## src/rtl/id_ex_hazard_ctrl_pkg.sv

```systemverilog
// Shared definitions for the ID/EX hazard controller: state encoding,
// the all-zero EX control bundle used for bubbles, and a rem-load helper.
package id_ex_hazard_ctrl_pkg;

  localparam logic [1:0] ST_RUN      = 2'd0;
  localparam logic [1:0] ST_LU_STALL = 2'd1;
  localparam logic [1:0] ST_FLUSH    = 2'd2;

  typedef struct packed {
    logic brz;
    logic brn;
    logic j;
    logic regw;
    logic wai;
    logic memw;
    logic memr;
  } ex_ctrl_t;

  localparam ex_ctrl_t BUBBLE_CTRL = '0;

  // Cycles still owed after the first one, which is spent in RUN itself.
  function automatic logic [2:0] rem_load(input int unsigned cycles);
    return (cycles > 1) ? 3'(cycles - 1) : 3'd0;
  endfunction

endpackage

```

## src/rtl/id_ex_hazard_ctrl_sat_counter.sv

```systemverilog
// Saturating statistics counter with synchronous clear taking priority over increment.
module hazard_sat_counter #(
  parameter int CNT_W = 16
) (
  input  logic             clock,
  input  logic             reset_n,
  input  logic             inc,
  input  logic             clr,
  output logic [CNT_W-1:0] count
);

  always_ff @(posedge clock or negedge reset_n) begin
    if (!reset_n) begin
      count <= '0;
    end else if (clr) begin
      count <= '0;
    end else if (inc && (count != '1)) begin
      count <= count + 1'b1;
    end
  end

endmodule

```

## src/rtl/id_ex_hazard_ctrl.sv

```systemverilog
// Load-use stall and branch/jump flush sequencing for the ID/EX register,
// with saturating counters of stalled cycles and taken control transfers.
module id_ex_hazard_ctrl
  import id_ex_hazard_ctrl_pkg::*;
#(
  parameter int REG_W        = 6,
  parameter int LOAD_STALLS  = 1,
  parameter int FLUSH_CYCLES = 1,
  parameter int CNT_W        = 16
) (
  input  logic             clock,
  input  logic             reset_n,
  input  logic             id_valid,
  input  logic [REG_W-1:0] id_rs,
  input  logic [REG_W-1:0] id_rt,
  input  logic             id_rs_used,
  input  logic             id_rt_used,
  input  logic [REG_W-1:0] ex_rd,
  input  logic             ex_memr,
  input  logic             ex_regw,
  input  logic             ex_brz,
  input  logic             ex_brn,
  input  logic             ex_j,
  input  logic             ex_zero,
  input  logic             ex_neg,
  input  logic             cnt_clr,
  output logic             pc_write,
  output logic             pc_sel,
  output logic             ifid_write,
  output logic             ifid_flush,
  output logic             idex_bubble,
  output logic             busy,
  output logic [CNT_W-1:0] stall_count,
  output logic [CNT_W-1:0] flush_count
);

  localparam logic [2:0] LU_REM    = rem_load(LOAD_STALLS);
  localparam logic [2:0] FLUSH_REM = rem_load(FLUSH_CYCLES);

  logic [1:0] state, state_nxt;
  logic [2:0] rem, rem_nxt;
  logic       take, lu;
  logic       stall_inc, flush_inc;

  assign take = ex_j | (ex_brz & ex_zero) | (ex_brn & ex_neg);
  assign lu   = id_valid & ex_memr & ex_regw &
                ((id_rs_used & (id_rs == ex_rd)) | (id_rt_used & (id_rt == ex_rd)));

  always_comb begin
    pc_write    = 1'b1;
    ifid_write  = 1'b1;
    pc_sel      = 1'b0;
    ifid_flush  = 1'b0;
    idex_bubble = 1'b0;
    state_nxt   = state;
    rem_nxt     = rem;
    stall_inc   = 1'b0;
    flush_inc   = 1'b0;

    // A taken transfer in EX wins in every state, including mid-stall and mid-flush.
    if (take) begin
      pc_sel      = 1'b1;
      ifid_flush  = 1'b1;
      idex_bubble = 1'b1;
      flush_inc   = 1'b1;
      state_nxt   = (FLUSH_REM != 3'd0) ? ST_FLUSH : ST_RUN;
      rem_nxt     = FLUSH_REM;
    end else begin
      case (state)
        ST_RUN: begin
          if (lu) begin
            pc_write    = 1'b0;
            ifid_write  = 1'b0;
            idex_bubble = 1'b1;
            stall_inc   = 1'b1;
            state_nxt   = (LU_REM != 3'd0) ? ST_LU_STALL : ST_RUN;
            rem_nxt     = LU_REM;
          end
        end
        ST_LU_STALL: begin
          pc_write    = 1'b0;
          ifid_write  = 1'b0;
          idex_bubble = 1'b1;
          stall_inc   = 1'b1;
          rem_nxt     = rem - 3'd1;
          if (rem <= 3'd1) state_nxt = ST_RUN;
        end
        ST_FLUSH: begin
          ifid_flush  = 1'b1;
          idex_bubble = 1'b1;
          rem_nxt     = rem - 3'd1;
          if (rem <= 3'd1) state_nxt = ST_RUN;
        end
        default: begin
          state_nxt = ST_RUN;
          rem_nxt   = 3'd0;
        end
      endcase
    end

    // While held in reset the pipeline is frozen and fed bubbles/NOPs.
    if (!reset_n) begin
      pc_write    = 1'b0;
      ifid_write  = 1'b0;
      pc_sel      = 1'b0;
      ifid_flush  = 1'b1;
      idex_bubble = 1'b1;
    end
  end

  always_ff @(posedge clock or negedge reset_n) begin
    if (!reset_n) begin
      state <= ST_RUN;
      rem   <= 3'd0;
    end else begin
      state <= state_nxt;
      rem   <= rem_nxt;
    end
  end

  assign busy = (state != ST_RUN);

  hazard_sat_counter #(.CNT_W(CNT_W)) u_stall_cnt (
    .clock   (clock),
    .reset_n (reset_n),
    .inc     (stall_inc),
    .clr     (cnt_clr),
    .count   (stall_count)
  );

  hazard_sat_counter #(.CNT_W(CNT_W)) u_flush_cnt (
    .clock   (clock),
    .reset_n (reset_n),
    .inc     (flush_inc),
    .clr     (cnt_clr),
    .count   (flush_count)
  );

endmodule

```

## config.mk

```make
export PLATFORM = sky130hd
export DESIGN_NAME = id_ex_hazard_ctrl
export DESIGN_NICKNAME = d
export VERILOG_FILES = /design/src/rtl/id_ex_hazard_ctrl_pkg.sv /design/src/rtl/id_ex_hazard_ctrl_sat_counter.sv /design/src/rtl/id_ex_hazard_ctrl.sv
export SDC_FILE = /design/constraint.sdc
export NUM_CORES = 1
export LEC_CHECK = 0
export BUFFER_PORTS_ARGS = -buffer_cell sky130_fd_sc_hd__buf_2
export CORE_UTILIZATION = 40
export CTS_BUF_LIST = sky130_fd_sc_hd__clkbuf_8
export DETAILED_ROUTE_END_ITERATION = 16
export PLACE_DENSITY = 0.66
export SETUP_SLACK_MARGIN = 0.1
export SYNTH_ARGS = -nofsm -noshare
export SYNTH_HDL_FRONTEND = slang
export SYNTH_SLANG_ARGS = --single-unit
```

## constraint.sdc

```tcl
create_clock -name clock -period 2.4 [get_ports clock]
set_clock_uncertainty 0.15 [all_clocks]
set_input_delay 0.36 -clock clock [delete_from_list [all_inputs] [get_ports clock]]
set_output_delay 0.36 -clock clock [all_outputs]
set_load 0.03 [all_outputs]
```

Yosys cells after proc, flatten, opt, wreduce, memory -nomap -nowiden

Cells that the tools add are included.

Add/sub/neg operators: 3
Multipliers: 0
Div/mod/pow operators: 0
Magnitude comparators: 1
Equal/unequal tests: 8
Shift-type cells: 0
Muxes and demuxes: 26
Bitwise gates (word level): 10
Reductions and logical operators: 8

Operators by type and width:

| cell                    | number |
|---|---|
| $mux W16                | 4 |
| $add A16 B1 Y16 const B | 2 |
| $ne A16 B16 Y1 const B  | 2 |
| $eq A6 B6 Y1            | 2 |
| $mux W1                 | 12 |
| $and A1 B1 Y1           | 7 |
| $mux W2                 | 3 |
| $mux W3                 | 2 |
| $pmux W1 S2             | 3 |
| $pmux W3 S2             | 1 |
| $reduce_bool A2 Y1      | 3 |
| $pmux W2 S2             | 1 |
| $le A3 B1 Y1 const B    | 1 |
| $ne A3 B1 Y1 const B    | 1 |
| $ne A3 B3 Y1 const B    | 1 |
| $or A1 B1 Y1            | 3 |
| $sub A3 B1 Y3 const B   | 1 |
| $eq A2 B1 Y1 const B    | 1 |
| $eq A2 B2 Y1 const B    | 1 |
| $logic_and A1 B1 Y1     | 2 |
| $logic_not A2 Y1        | 1 |
| $reduce_and A2 Y1       | 1 |
| $reduce_or A2 Y1        | 1 |

Register bits: 37
Bits in latches: 0
Bits in writable memories: 0
Bits in read-only memories: 0
Input port bits: 31
Output and inout bits: 38
Word-level logic and storage cells: 60
Memories: 0

Depth between registers and ports, before layout

Word-level depth: 10
Mapped depth: 8
Mapped depth without buffers: 6

Modules after synthesis

From an unflattened synthesis, not the netlist that was laid out.

Cell total of the unflattened synthesis: 224
Area total of the unflattened synthesis: 2,095.8 µm²

By module, submodules not included:

| module             | instances | cells an instance | area each (µm²) | seq. area each (µm²) |
|---|---|---|---|---|
| hazard_sat_counter | 2         | 98                | 942.2           | 400.4 |
| id_ex_hazard_ctrl  | 1         | 28                | 211.5           | 0.0 |

Least setup slack after synthesis

Ideal clock, no wire load.

Path type: input -> output
From: in id_rt[0]
To: out pc_write
Data arrival time: 2.115 ns
Required time: 1.890 ns
Setup slack: -0.225 ns
Stages: 7
Buffers on the path: 2
Cell sequence: xnor2_1 > nand4_1 > o22a_1 > buf_2 > nor2_1 > a21boi_0 > buf_4

Cells in the longest elaborated chain, start to end: 8

Ends and longest elaborated chain:

| what                  | RTL line                | RTL |
|---|---|---|
| start: declaration    | id_ex_hazard_ctrl.sv:15 | `input logic [REG_W-1:0] id_rt,` |
| $eq A6 B6 Y1          | id_ex_hazard_ctrl.sv:47 | `((id_rs_used & (id_rs == ex_rd)) \| (id_rt_used & (id_rt == ex_rd)));` |
| $and A1 B1 Y1         | id_ex_hazard_ctrl.sv:47 |  |
| $or A1 B1 Y1          | id_ex_hazard_ctrl.sv:47 |  |
| $and A1 B1 Y1         | id_ex_hazard_ctrl.sv:46 | `assign lu = id_valid & ex_memr & ex_regw &` |
| $mux W1               | -                       |  |
| $pmux W1 S2           | -                       |  |
| $mux W1 (2 in series) | -                       |  |
| end: declaration      | id_ex_hazard_ctrl.sv:27 | `output logic pc_write,` |

Every way passes these cells.

Worst setup path in the final report

From: reg u_stall_cnt.count[0]
To: reg u_stall_cnt.count[6]

Cells in the longest elaborated chain, start to end: 3
Elaborated cells on any way between the ends: 6
Classes of those cells: 1 x add/sub; 1 x eq/ne; 2 x mux; 2 x reduce/logical

Ends and longest elaborated chain:

| what                                              | RTL line                                                                 | RTL |
|---|---|---|
| start: declaration                                | id_ex_hazard_ctrl_sat_counter.sv:9                                       | `output logic [CNT_W-1:0] count` |
| start signal: assignment                          | id_ex_hazard_ctrl_sat_counter.sv:18                                      | `count <= count + 1'b1;` |
| $add A16 B1 Y16 or $ne A16 B16 Y1 (tied branches) | id_ex_hazard_ctrl_sat_counter.sv:18, id_ex_hazard_ctrl_sat_counter.sv:17 |  |
| $mux W16 or $logic_and A1 B1 Y1 (tied branches)   | id_ex_hazard_ctrl_sat_counter.sv:17                                      | `end else if (inc && (count != '1)) begin` |
| $mux W16 or $reduce_bool A2 Y1 (tied branches)    | -                                                                        |  |

Parallel ways exist; a longest one is shown, timed or not. The select of a mux whose other input is x is not followed.
A chain may end at the register's enable or synchronous reset.

==> run summary <==
The average wire length per cell after detail routing is 13.53 um. 0 antenna diodes ended up in the layout. The peak ir drop on the vdd network came out at 231.0 uV. The most frequent standard cell in the layout excluding fill and tap cells is sky130_fd_sc_hd__buf_2. The effective utilization at floorplan came out at 0.4137. Counting distinct cell types in the post-synthesis netlist gives 45. The remaining antenna violation count is 0.

In the layout the commonest cells are 67 x sky130_fd_sc_hd__buf_2, 32 x sky130_fd_sc_hd__dfrtp_1, 25 x sky130_fd_sc_hd__nor2_1. The worst-case setup slack after placement came out at 174.3 ps. In the routed design, unresolved DRC markers number 0. The biggest area contributor in the post-synthesis netlist is sky130_fd_sc_hd__dfrtp_1. The net count of the finished layout came out at 335. The I/O pin count came out at 69. The post-route minimum period is 2214 ps. Among all flip-flop cells after synthesis, the most frequent one is sky130_fd_sc_hd__dfrtp_1. For the final routed database, the setup TNS stands at 0 ps. The mean instance size in the synthesized netlist came out at 9.249 um2. The global-route wire length before repair came out at 7507 um. In the final layout, the share of cells above drive strength 1 is 0.3465. The number of cell rows came out at 26. The buffer levels on the longest clock path came out at 2. The slew at the pin with the worst max-slew slack is 612.6 ps.

The post-synthesis net count is 260. The flip-flop and latch count after synthesis is 32. The tree built by TritonCTS fans out to 32 sinks. The area growth from synthesis to layout is 27.35%. The detailed router finished its first iteration with 104 violations.

The core region is 5075 um2. The sequential cell area came out at 800.8 um2. The count of endpoints failing hold in the final timing report is 0. The TritonCTS clock tree is yes. After synthesis, the cell types taking the most area are sky130_fd_sc_hd__dfrtp_1 38%, sky130_fd_sc_hd__xnor2_1 7.1%, sky130_fd_sc_hd__nor2_1 4.5%. The path class of the tightest hold or removal check is reg -> reg. The smallest setup slack after layout is 185.8 ps.

The run finished with clean final reports. The number of vias after detailed routing is 1951. The share of total power dissipated in sequential elements is 0.456. The clock network fraction of total power is 0.414. The first TritonRoute pass finished after 4 iterations. The die area is 5543 um2. The die is 74.45 um wide. The via-per-instance ratio came out at 5.231. The H-tree depth is 2. The largest net degree at the start of global routing came out at 35. The final RePlAce weighted congestion came out at 0.8016. The largest fanout on the critical path is 6. The internal portion of total power is 913.1 uW. The via count of the first global-routing pass came to 1594. The footprint of the multi-input gates came out at 1209 um2. The fill cell total of the finished layout came out at 504. For this run, the top clock speed supported by timing is 451.6 MHz.

The post-detailed-placement half-perimeter wirelength came out at 3766 um. The TritonCTS buffer count came out at 5. The total congestion overflow came out at 0. The total setup violations reported at the end of the flow is 0. Setup repair after global routing could not meet its margin everywhere.

For this run, the number of Yosys warnings is 0. The sequential area share after synthesis came out at 0.3814. The static power due to leakage came out at 0.001198 uW.

The reported net switching power came out at 300.1 uW. The worst setup path is captured at a flip-flop. The root buffer selected by CTS is sky130_fd_sc_hd__clkbuf_8. The final number of max-transition violations came out at 0. The critical path start-end classification is reg -> reg. Clock latency on the worst-skew pair, taken at its later pin, is 270 ps. The headroom to the max-slew limit is 0.5916. STA classifies the critical path startpoint as a flip-flop.

The total of max-cap violations is 0. The synthesized netlist cell count came out at 227. In this run the vertical extent of the chip is 74.45 um.

The count of flip-flops with a built-in enable after synthesis came out at 0. The number of antenna violations at the first check in global routing is 0. The total detailed-routing wirelength came out at 5047 um.

Clock-pin slew was measured on the worst setup and hold paths at 70 ps. The switching fraction of total power is 0.2474. The part of the cycle the worst path needs came out at 0.9226. The summed instance area of the synthesized netlist came out at 2100 um2. Of all flip-flops after synthesis, the portion carrying an async set or reset was 1.000. During placement, the flow inserted port buffers numbering 67. In the global route stage, overall resource usage came out at 0.1791. The areal power density over the cells came out at 453.7 nW/um2.

The share of power burned in combinational logic came out at 0.131. The portion of synthesized cell area occupied by the leading cell type is 0.3814. The required time reported for the critical path endpoint is 2450 ps. The signal arrival time at the worst endpoint came out at 2270 ps.
-- what timing repair did --
action,in CTS,in global routing
gates resized for setup,0,2
setup endpoints to repair,0,6
hold buffers,1,0
endpoints found under the hold margin,32,0
setup buffers,0,0
-- metrics by stage --
step / util / hold slack (ps) / power [uW] / instance area [um2] / std cells
global route: 0.5269 / 448.9 / 1269 / 2674 / 373
CTS: 0.5249 / 429.3 / 1231 / 2664 / 373
floorplan: - / -85.59 / 648.8 / 2103 / 227
global placement: 0.5017 / 246.0 / 718.5 / 2546 / 364
finish: 0.5269 / 426.1 / 1213 / 2674 / 373
detailed placement: 0.5017 / 240.5 / 720.8 / 2546 / 364
-- sequential cells by signal, indices dropped and copies added, names as in the netlist --
| signal | cells |
|---|---|
| u_flush_cnt.count | 16 |
| u_stall_cnt.count | 16 |
-- power groups by stage --
stage	combinational, uW	clock (uW)	sequential [uW]
after floorplan	76.1	0	573
after global placement	156	0	563
after detailed placement	158	0	563
after CTS	161	518	553
after global routing	174	541	553
final	159	502	553
-- critical path: stages, from the launching register on --
cell,delay (ps)
sky130_fd_sc_hd__dfrtp_1,400
sky130_fd_sc_hd__ha_1,190
sky130_fd_sc_hd__nand3_1,120
sky130_fd_sc_hd__buf_4,170
sky130_fd_sc_hd__nor2_1,340
sky130_fd_sc_hd__or4b_2,620
sky130_fd_sc_hd__a21oi_1,160
-- layout make-up --
cell class / count / area share
clock inverters: 3 / 0.01451
well taps: 70 / 0.03276
flip-flops and latches: 32 / 0.2995
clock buffers: 5 / 0.02574
repair buffers: 81 / 0.1671
inverters: 6 / 0.008423
multi-input cells: 176 / 0.4520
-- logic make-up after synthesis --
logic type                 synth area share
AOI/OAI and AO/OA                    0.1275
xor gates and xnor gates            0.09177
adders and majority gates           0.01192
buffers and inverters               0.04767
DFF                                  0.3814
muxes                               0.04767
other                              0.001786
and+or+nand+nor                      0.2902
-- cells in the mapped netlist (2+ instances only) --
master,instances
sky130_fd_sc_hd__a211oi_1,4
sky130_fd_sc_hd__a21oi_1,12
sky130_fd_sc_hd__and2_1,2
sky130_fd_sc_hd__and3_1,3
sky130_fd_sc_hd__and3_4,2
sky130_fd_sc_hd__and4_1,3
sky130_fd_sc_hd__buf_2,2
sky130_fd_sc_hd__buf_4,3
sky130_fd_sc_hd__buf_6,2
sky130_fd_sc_hd__clkbuf_1,6
sky130_fd_sc_hd__dfrtp_1,32
sky130_fd_sc_hd__ha_1,2
sky130_fd_sc_hd__inv_1,6
sky130_fd_sc_hd__mux2_1,3
sky130_fd_sc_hd__mux2_2,5
sky130_fd_sc_hd__nand2_1,11
sky130_fd_sc_hd__nand3_1,15
sky130_fd_sc_hd__nand4_1,14
sky130_fd_sc_hd__nor2_1,25
sky130_fd_sc_hd__nor2b_1,10
sky130_fd_sc_hd__nor3_1,5
sky130_fd_sc_hd__nor4b_1,2
sky130_fd_sc_hd__o21ai_0,2
sky130_fd_sc_hd__o31ai_1,6
sky130_fd_sc_hd__o41ai_1,3
sky130_fd_sc_hd__or3_1,2
sky130_fd_sc_hd__or4_1,7
sky130_fd_sc_hd__xnor2_1,17
sky130_fd_sc_hd__xor2_1,5
-- worst paths after layout --
path,startpoint,end,slack [ps],depth (start not counted)
min reg2reg,u_flush_cnt.count[4],u_flush_cnt.count[4],430,2
max in group asynchronous,reset_n,u_stall_cnt.count[14],1460,3
min,u_flush_cnt.count[4],u_flush_cnt.count[4],430,2
max,u_stall_cnt.count[0],u_stall_cnt.count[6],190,6
max reg2reg,u_stall_cnt.count[0],u_stall_cnt.count[6],190,6
min in group asynchronous,reset_n,u_flush_cnt.count[4],470,3
-- layer usage --
metal,wire [um],up-vias,GRT usage
met4,55,0,0.05451
li1,-,973,-
met1,2412,914,0.2496
met2,2339,60,0.2783
met3,240,4,0.03930
met5,0,-,0
Power figures use the tool's default switching activity.
